**config.mk**
```make
export PLATFORM = sky130hd
export DESIGN_NAME = pipelined_barrel_shifter
export DESIGN_NICKNAME = d
export VERILOG_FILES = /design/src/rtl/barrel_pkg.sv /design/src/rtl/barrel_stage.sv /design/src/rtl/pipelined_barrel_shifter.sv
export SDC_FILE = /design/constraint.sdc
export NUM_CORES = 1
export LEC_CHECK = 0
export CAP_MARGIN = 30
export CORE_ASPECT_RATIO = 1.75
export CORE_MARGIN = 4
export CORE_UTILIZATION = 30
export CTS_CLUSTER_DIAMETER = 200
export DETAILED_ROUTE_END_ITERATION = 10
export DONT_BUFFER_PORTS = 1
export PLACE_DENSITY = 0.51
export SYNTH_ARGS = -nofsm -noshare
export SYNTH_HDL_FRONTEND = slang
export SYNTH_SLANG_ARGS = --single-unit
```
**constraint.sdc**
```tcl
create_clock -name clk -period 1.3 [get_ports clk]
set_clock_uncertainty 0.1 [all_clocks]
set_input_delay 0.13 -clock clk [delete_from_list [all_inputs] [get_ports clk]]
set_output_delay 0.13 -clock clk [all_outputs]
set_load 0.01 [all_outputs]
```
**src/rtl/barrel_pkg.sv**
```systemverilog
// Shared definitions for the pipelined barrel shifter: operation encoding
// and op-field width.
package barrel_pkg;

    localparam int unsigned OP_W = 2;

    typedef enum logic [OP_W-1:0] {
        OP_ROR = 2'b00,
        OP_ROL = 2'b01,
        OP_SHR = 2'b10,
        OP_SHL = 2'b11
    } op_t;

endpackage

```
**src/rtl/barrel_stage.sv**
```systemverilog
// One registered power-of-two step of the barrel shifter, with its own valid
// bit and ready. SHR fill follows BARREL_ARITH_EN (sign fill when defined).
module barrel_stage
    import barrel_pkg::*;
#(
    parameter int unsigned WIDTH = 8,
    parameter int unsigned SHIFT = 1
) (
    input  logic                     clk,
    input  logic                     rst_n,
    input  logic                     up_valid,
    input  logic [WIDTH-1:0]         up_data,
    input  logic [$clog2(WIDTH)-1:0] up_amt,
    input  op_t                      up_op,
    input  logic                     down_ready,
    output logic                     ready,
    output logic                     valid,
    output logic [WIDTH-1:0]         data,
    output logic [$clog2(WIDTH)-1:0] amt,
    output op_t                      op
);

    localparam int unsigned BIT = $clog2(SHIFT);

    logic [WIDTH-1:0] stepped;

    // An empty stage always accepts, so bubbles collapse under a stall.
    assign ready = ~valid | down_ready;

    always_comb begin
        stepped = up_data;
        if (up_amt[BIT]) begin
            unique case (up_op)
                OP_ROR: stepped = (up_data >> SHIFT) | (up_data << (WIDTH - SHIFT));
                OP_ROL: stepped = (up_data << SHIFT) | (up_data >> (WIDTH - SHIFT));
`ifdef BARREL_ARITH_EN
                // MSB stays the original sign bit through every earlier stage.
                OP_SHR: stepped = WIDTH'($signed(up_data) >>> SHIFT);
`else
                OP_SHR: stepped = up_data >> SHIFT;
`endif
                OP_SHL: stepped = up_data << SHIFT;
                default: stepped = up_data;
            endcase
        end
    end

    always_ff @(posedge clk or negedge rst_n) begin
        if (!rst_n) begin
            valid <= 1'b0;
            data  <= '0;
            amt   <= '0;
            op    <= OP_ROR;
        end else if (ready) begin
            valid <= up_valid;
            if (up_valid) begin
                data <= stepped;
                amt  <= up_amt;
                op   <= up_op;
            end
        end
    end

endmodule

```
**src/rtl/pipelined_barrel_shifter.sv**
```systemverilog
// Pipelined rotate/shift unit, one log2 step per register stage, with
// valid/ready flow control. Define BARREL_ARITH_EN for arithmetic SHR.
module pipelined_barrel_shifter
    import barrel_pkg::*;
#(
    parameter int unsigned WIDTH = 8,
    parameter int unsigned AMT_W = $clog2(WIDTH)
) (
    input  logic             clk,
    input  logic             rst_n,
    input  logic             in_valid,
    output logic             in_ready,
    input  logic [WIDTH-1:0] in_data,
    input  logic [AMT_W-1:0] in_amt,
    input  logic [OP_W-1:0]  in_op,
    output logic             out_valid,
    input  logic             out_ready,
    output logic [WIDTH-1:0] out_data
);

    localparam int unsigned STAGES = AMT_W;

    // Index k is the input side of stage k; index STAGES is the output side.
    logic             valid_c [STAGES+1];
    logic             ready_c [STAGES+1];
    logic [WIDTH-1:0] data_c  [STAGES+1];
    logic [AMT_W-1:0] amt_c   [STAGES+1];
    op_t              op_c    [STAGES+1];

    assign valid_c[0]      = in_valid;
    assign data_c[0]       = in_data;
    assign amt_c[0]        = in_amt;
    assign op_c[0]         = op_t'(in_op);
    assign ready_c[STAGES] = out_ready;
    assign in_ready        = ready_c[0];

    for (genvar k = 0; k < STAGES; k++) begin : g_stage
        barrel_stage #(
            .WIDTH (WIDTH),
            .SHIFT (1 << k)
        ) u_stage (
            .clk        (clk),
            .rst_n      (rst_n),
            .up_valid   (valid_c[k]),
            .up_data    (data_c[k]),
            .up_amt     (amt_c[k]),
            .up_op      (op_c[k]),
            .down_ready (ready_c[k+1]),
            .ready      (ready_c[k]),
            .valid      (valid_c[k+1]),
            .data       (data_c[k+1]),
            .amt        (amt_c[k+1]),
            .op         (op_c[k+1])
        );
    end

    assign out_valid = valid_c[STAGES];
    assign out_data  = data_c[STAGES];

    logic unused_tail;
    assign unused_tail = ^{amt_c[STAGES], op_c[STAGES]};

endmodule
```
==> summary.txt, run 1 <==
Synth
  • Async set-or-reset flop fraction in the synthesized netlist: 1.000
  • Yosys reg bits: 34
  • Synth Area in Compound Gates: 0.1578
  • Post-synth top area cell: dfrtp_1
  • Post-Synth Adder-Cell Area: 0
  • Multiplexer share of the synthesized area: 0.1880
  • Synth area leaders: dfrtp_1 (45%), mux2_4 (7.1%), a21oi_1 (6.8%)
  • Mapped Area: 1911 sq um
  • Total nets after synthesis: 189
  • Cells after synthesis: 172
  • Xor and xnor area share after synthesis: 0
  • Synth Warn #: 0
  • Post-synth top area share: 0.4453
  • Proportion of synthesized chip area in sequential cells: 0.4453
  • Number of synthesized flops with an enable pin: 0
  • Simple-gate share of the synthesized area: 0.1218
  • Ys flop type: dfrtp_1
  • Yosys cell types: 28
  • Largest family of logic cells by synthesized area: multiplexers
  • Avg Cell Area, Syn: 11.11 sq um

STA
  • Max Fclk: 0.7625 GHz
  • Final Slew Violations: 0
  • Worst-Margin Slew: 0.3404 ns
  • WHS: 0.01983 ns
  • RSZ-0062 raised after global routing: yes
  • Slew margin rel.: 0.7726
  • Setup TNS: -0.07709 ns
  • Min setup slack post-route: -0.01149 ns
  • Final Critical Period: 1.311 ns
  • Final hold violations: 0
  • Crit share post-route: 1.009
  • # setup viols final: 13

Placement
  • Hpwl dp: 2939 um
  • Number of port buffers: 0
  • DP Worst Slack: -0.1351 ns
  • GPL Wtd Cong: 0.7257

Global routing
  • First-pass GRT wire length: 6624 um
  • Vias in the first global route: 1,467
  • Grt met3 use: 0.02857
  • GRT Util Overall: 0.1143
  • GR Layer Usage met2: 0.2120
  • Met1 track demand over resource: 0.1085
  • GR Overflow Total: 0
  • Initial antenna violation count: 0
  • Layer with the highest usage: met2
  • Largest net degree at the start of global routing: 35

Drt
  • # DRC: 0
  • Wirelength per Cell: 15.19 um
  • First DRT Iteration DRCs: 28
  • Total Wirelength: 3979 um
  • DRT antenna net count: 0
  • DR vias: 1,275
  • Vias per inst: 4.866
  • Drt pass-1 iters: 3

Worst setup path
  • Crit path required time: 1.37 ns
  • Reg2reg path depth: 3
  • Crit Path Category: flop to flop
  • CP max-delay cell: dfrtp_2
  • Crit path from: g_stage[2].u_stage.valid
  • CP Max Fanout: 12
  • Critical-path cell list: nand4b_4 > nand2_8 > mux2_4
  • End point of the critical path: g_stage[0].u_stage.data[5]
  • Crit path launch type: flop
  • Data arrival, critical path: 1.38 ns
  • FF-to-FF End: g_stage[0].u_stage.data[5]
  • Slowest stage delay, CP: 0.45 ns
  • Reg2Reg Setup Slack: -0.01 ns
  • R2R Path Start: g_stage[2].u_stage.valid
  • Endpoint class of the critical path: flop

Final layout
  • Share of layout cells above drive strength 1: 0.2912
  • Commonest non-fill, non-tap cells in the layout: dfrtp_1 (30), a21oi_1 (26), nor2_1 (15), mux2_4 (11)
  • NumNets Final: 198
  • Most common cell after layout, fill and taps aside: dfrtp_1
  • Antenna diodes: 0
  • Layout area overhead: 16.96%
  • Layout fillers: 634

CTS
  • Worst-path clk slew: 0.07 ns
  • Clock sinks: 34
  • Total CTS buffers: 5
  • Clk root buf: clkbuf_8
  • CTS tree: done
  • Clk_lat worst skew: 0.28 ns
  • Max H-tree Level: 2
  • CTS max path bufs: 2

Power and ir drop
  • PwrDens: 1594 nW/um^2
  • Total power: 3.562 mW
  • Lkg Pwr: 0.9368 nW
  • VDD IR max: 0.4720 mV

Job
  • Number of max-cap violations: 0

Floorplan
  • Die area: 7760 sq um
  • Initial core utilization: 0.3091
  • Core region area: 6181 sq um
  • Row Count: 38
  • Ports: 27
  • Die width: 68.33 um
  • Die height: 113.6 um

Status
  • Status: finished, violations left
  • Failing checks: negative setup slack

Min path
  • Worst Hold Class: input pin to flop
==> worst min-delay path by stage <==
| stage | startpoint | to | slack [ns] | cells after the start |
|---|---|---|---|---|
| 2_1_floorplan | rst_n | g_stage[0].u_stage.amt[1] | -0.27 | 0 |
| 3_5_place_dp | rst_n | g_stage[2].u_stage.valid | -0.26 | 0 |
| 5_1_grt | in_valid | g_stage[0].u_stage.data[7] | 0.03 | 2 |
| 4_1_cts | in_valid | g_stage[0].u_stage.data[7] | 0.009 | 2 |
| 6_report | in_valid | g_stage[0].u_stage.data[7] | 0.02 | 2 |
| 3_3_place_gp | rst_n | g_stage[2].u_stage.valid | -0.26 | 0 |
==> timing repair <==
item,in CTS,in global routing
gates resized for setup,12,3
pin swaps,1,0
hold buffers,11,0
setup endpoints to repair,27,31
hold endpoints to repair,40,0
setup buffers,2,0
==> cells in the mapped netlist, types with 2 or more instances <==
master and count:
a21oi_1 26, a221oi_1 3, a31oi_1 6, buf_2 4, buf_4 9, buf_6 3
clkbuf_2 2, dfrtp_1 34, inv_1 3, mux2_2 11, mux2_4 9, mux2i_1 10
nand2b_1 10, nand3b_1 3, nor2_1 15, nor2b_1 4, o211ai_1 7, o2bb2ai_1 3
==> cells by family (layout without fill, tap and decap cells) <==
| group | Yosys count | in the layout |
|---|---|---|
| DFF | 34 | 34 |
| AOI/OAI and AO/OA | 47 | 47 |
| muxes | 30 | 30 |
| buffers and inverters | 23 | 33 |
| and+or+nand+nor | 38 | 38 |
==> area by class of cell <==
type,instances,area (sq um),area share
well taps,80,100.1,0.04479
clock buffers,5,68.82,0.03080
multi-input cells,115,935.9,0.4188
repair buffers,22,222.7,0.09966
inverters,3,11.26,0.005039
clock inverters,3,40.04,0.01792
flip-flops and latches,34,855.8,0.3830
==> registers in the layout, indices dropped and copies added, names as in the netlist <==
name,flops
g_stage.u_stage.valid,3
g_stage.u_stage.amt,3
g_stage.u_stage.data,24
g_stage.u_stage.op,4
==> through the flow <==
stage	utilization	instances	area [sq um]
floorplan	-	172	1912
global placement	0.3134	241	1937
detailed placement	0.3134	241	1937
CTS	0.3595	262	2222
global route	0.3615	262	2235
finish	0.3615	262	2235
==> report_power, final <==
group	internal (mW)	total (mW)	switching, mW	leakage [nW]
clock network	0.564	0.942	0.379	0.0579
registers	1.36	1.69	0.329	0.384
logic	0.535	0.932	0.397	0.495
total	2.46	3.56	1.10	0.937
==> routing by layer <==
layer,vias up,share of wire
met4,0,0.026
met2,30,0.56
li1,635,-
met5,-,0
met3,6,0.044
met1,604,0.37
==> critical path, delay by kind of cell, from the launching register on <==
kind          cells  cell delay, ns
simple gates      2            0.33
mux               1            0.31
flops             1            0.45
(Power assumes the default switching activity.)
==> run 2: changes to the inputs <==
ABC_CLOCK_PERIOD_IN_PS = 1300   (was default)
CORE_UTILIZATION = 48   (was 30)
PLACE_DENSITY = 0.71   (was 0.51)
==> run 2 against run 1 <==
  * The run still ends with negative setup slack left
  * Cell area down 2.0%
  * Maximum frequency is 0.34% lower
  * Clock-buffer cell count did not move
  * Register-to-register slack about the same
  * Sequential power about the same
  * Clock power down 1%
  * Non-clock buffer count grew 1
  * Critical endpoint is now g_stage[1].u_stage.data[0]
  * Highest routed layer unchanged
==> summary.txt, run 2 (synthesized netlist as in run 1, its figures left out) <==
Status
  • Status: finished, violations left
  • Failing checks: negative setup slack

Placement
  • Placed insts: 210 (-13%)
  • GPL Wtd Cong: 0.7496 (+3.3%)
  • Number of port buffers: 0 (unchanged)
  • Hpwl dp: 2759 um (-6.1%)

Worst setup path
  • CP max-delay cell: dfrtp_2
  • Slowest stage delay, CP: 0.48 ns (+0.03 ns)
  • R2R Path Start: g_stage[0].u_stage.op[0]
  • CP Max Fanout: 8 (-4)
  • Crit Path Category: flop to flop
  • Crit path launch type: flop
  • Data arrival, critical path: 1.39 ns (about the same)
  • End point of the critical path: g_stage[1].u_stage.data[0]
  • Crit path from: g_stage[0].u_stage.op[0]
  • Endpoint class of the critical path: flop
  • Crit path required time: 1.37 ns (about the same)
  • FF-to-FF End: g_stage[1].u_stage.data[0]
  • Reg2reg path depth: 4 (+1)
  • Critical-path cell list: buf_6 > nand3b_1 > a31oi_1 > mux2_2
  • Reg2Reg Setup Slack: -0.02 ns (about the same)

Floorplan
  • Initial core utilization: 0.4942 (+0.1851)
  • Ports: 27 (unchanged)
  • Die width: 55.69 um (-18%)
  • Die height: 91.46 um (-19%)
  • Row Count: 30 (-21%)
  • Core region area: 3866 sq um (-37%)
  • Die area: 5093 sq um (-34%)

Global routing
  • GRT Util Overall: 0.1569 (+0.04262)
  • Largest net degree at the start of global routing: 35 (unchanged)
  • GR Overflow Total: 0 (unchanged)
  • Vias in the first global route: 1,386 (-5.5%)
  • Initial antenna violation count: 0 (unchanged)
  • First-pass GRT wire length: 6230 um (-5.9%)

Final layout
  • Max reg flops: 24 (unchanged)
  • Largest Register: g_stage.u_stage.data
  • Most common cell after layout, fill and taps aside: dfrtp_1
  • Biggest regs: g_stage.u_stage.data x24, g_stage.u_stage.op x4
  • NumNets Final: 199 (+0.51%)
  • Commonest non-fill, non-tap cells in the layout: dfrtp_1 (29), a21oi_1 (26), nor2_1 (15), mux2_4 (11)
  • Util after Layout: 0.5663 (+0.2048)
  • Layout fillers: 332 (-48%)
  • Fin cells: 231 (-12%)
  • Share of layout cells above drive strength 1: 0.2951 (+0.003873)
  • Layout area overhead: 14.60%
  • Area occupied by multi-input gates: 934.6 sq um (-0.13%)
  • Sequential cell area: 857.1 sq um (+0.15%)
  • Antenna diodes: 0 (unchanged)

STA
  • # setup viols final: 4 (-9)
  • Final hold violations: 0 (unchanged)
  • Max Fclk: 0.7599 GHz (-0.34%)
  • Final Critical Period: 1.316 ns (+0.004529 ns)
  • Worst-Margin Slew: 0.3134 ns (-0.02692 ns)
  • Crit share post-route: 1.012 (+0.003484)
  • Min setup slack post-route: -0.01601 ns (-0.004529 ns)
  • Final Slew Violations: 0 (unchanged)
  • Slew margin rel.: 0.7910 (+0.01843)
  • RSZ-0062 raised after global routing: yes

CTS
  • Clk root buf: clkbuf_8
  • Clock sinks: 34 (unchanged)
  • Clk_lat worst skew: 0.28 ns (about the same)
  • CTS max path bufs: 2 (unchanged)
  • CTS tree: done
  • Max H-tree Level: 2 (unchanged)
  • Total CTS buffers: 5 (unchanged)
  • Worst-path clk slew: 0.07 ns (about the same)

Drt
  • DR vias: 1,272 (-0.24%)
  • DRT antenna net count: 0 (unchanged)
  • Vias per inst: 5.506 (+13%)
  • Drt pass-1 iters: 4 (+1)
  • Total Wirelength: 3775 um (-5.1%)
  • First DRT Iteration DRCs: 17 (-39%)
  • Wirelength per Cell: 16.34 um (+7.6%)
  • # DRC: 0 (unchanged)

Min path
  • Hold Path Depth: 2 (unchanged)
  • Worst Hold Class: input pin to flop

Power and ir drop
  • VDD IR max: 0.7830 mV (+66%)
  • PwrDens: 1625 nW/um^2 (+2.0%)
  • Lkg Pwr: 0.9359 nW (-0.10%)

Job
  • Number of max-cap violations: 0 (unchanged)
==> run 2: metal layers <==
metal	vias to the layer above	share of wire	track usage
met2	33	0.60	0.3034
met4	0	0.020	0.07505
met3	6	0.039	0.03841
li1	627	-	-
met1	606	0.35	0.1475
met5	-	0	0
==> run 2: worst min-delay path by stage <==
stage	from	endpoint	slack (ns)
after global placement	rst_n	g_stage[2].u_stage.valid	-0.26
after CTS	in_valid	g_stage[0].u_stage.data[7]	0.005
final	in_valid	g_stage[0].u_stage.data[7]	0.02
after global routing	in_valid	g_stage[0].u_stage.data[7]	0.02
after floorplan	rst_n	g_stage[0].u_stage.amt[1]	-0.27
after detailed placement	rst_n	g_stage[2].u_stage.data[3]	-0.26
==> run 2: metrics by stage <==
step           hold slack [ns]  cell area (sq um)  total power [mW]  setup WS (ns)  setup TNS [ns]
2_1_floorplan          -0.2656               1912             2.490       -0.02488         -0.3763
3_3_place_gp           -0.2646               1904             2.486       -0.07436         -0.4103
3_5_place_dp           -0.2642               1904             2.550        -0.1314          -1.110
4_1_cts               0.005449               2160             3.565       -0.01648        -0.07959
5_1_grt                0.02448               2190             3.790       -0.05284         -0.6323
6_report               0.01791               2190             3.559       -0.01601        -0.04820
==> run 2: cell type report <==
type | instances | share of cell area
Timing Repair Buffer | 23 | 0.09943
Sequential cell | 34 | 0.3914
Clock buffer | 5 | 0.03143
Multi-Input combinational cell | 115 | 0.4269
Clock inverter | 3 | 0.01829
Inverter | 3 | 0.005143
Tap cell | 48 | 0.02743
==> run 2: worst max-delay path, delay by kind of cell (launching register included) <==
family / cells / cell delay [ns]
simple gates: 1 / 0.09
compound gates: 1 / 0.10
buf+inv: 1 / 0.16
mux: 1 / 0.28
flops: 1 / 0.48
==> run 2: what timing repair did <==
item,4_1_cts,5_1_grt
gates resized for setup,7,9
hold buffers,11,0
endpoints found under the setup margin,25,23
endpoints found under the hold margin,40,0
pin swaps,1,1
setup buffers,0,3
==> run 2: where the power goes <==
part	internal [mW]	switching, mW
sequential	1.36	0.337
clock	0.564	0.369
combinational	0.536	0.393
total	2.46	1.10
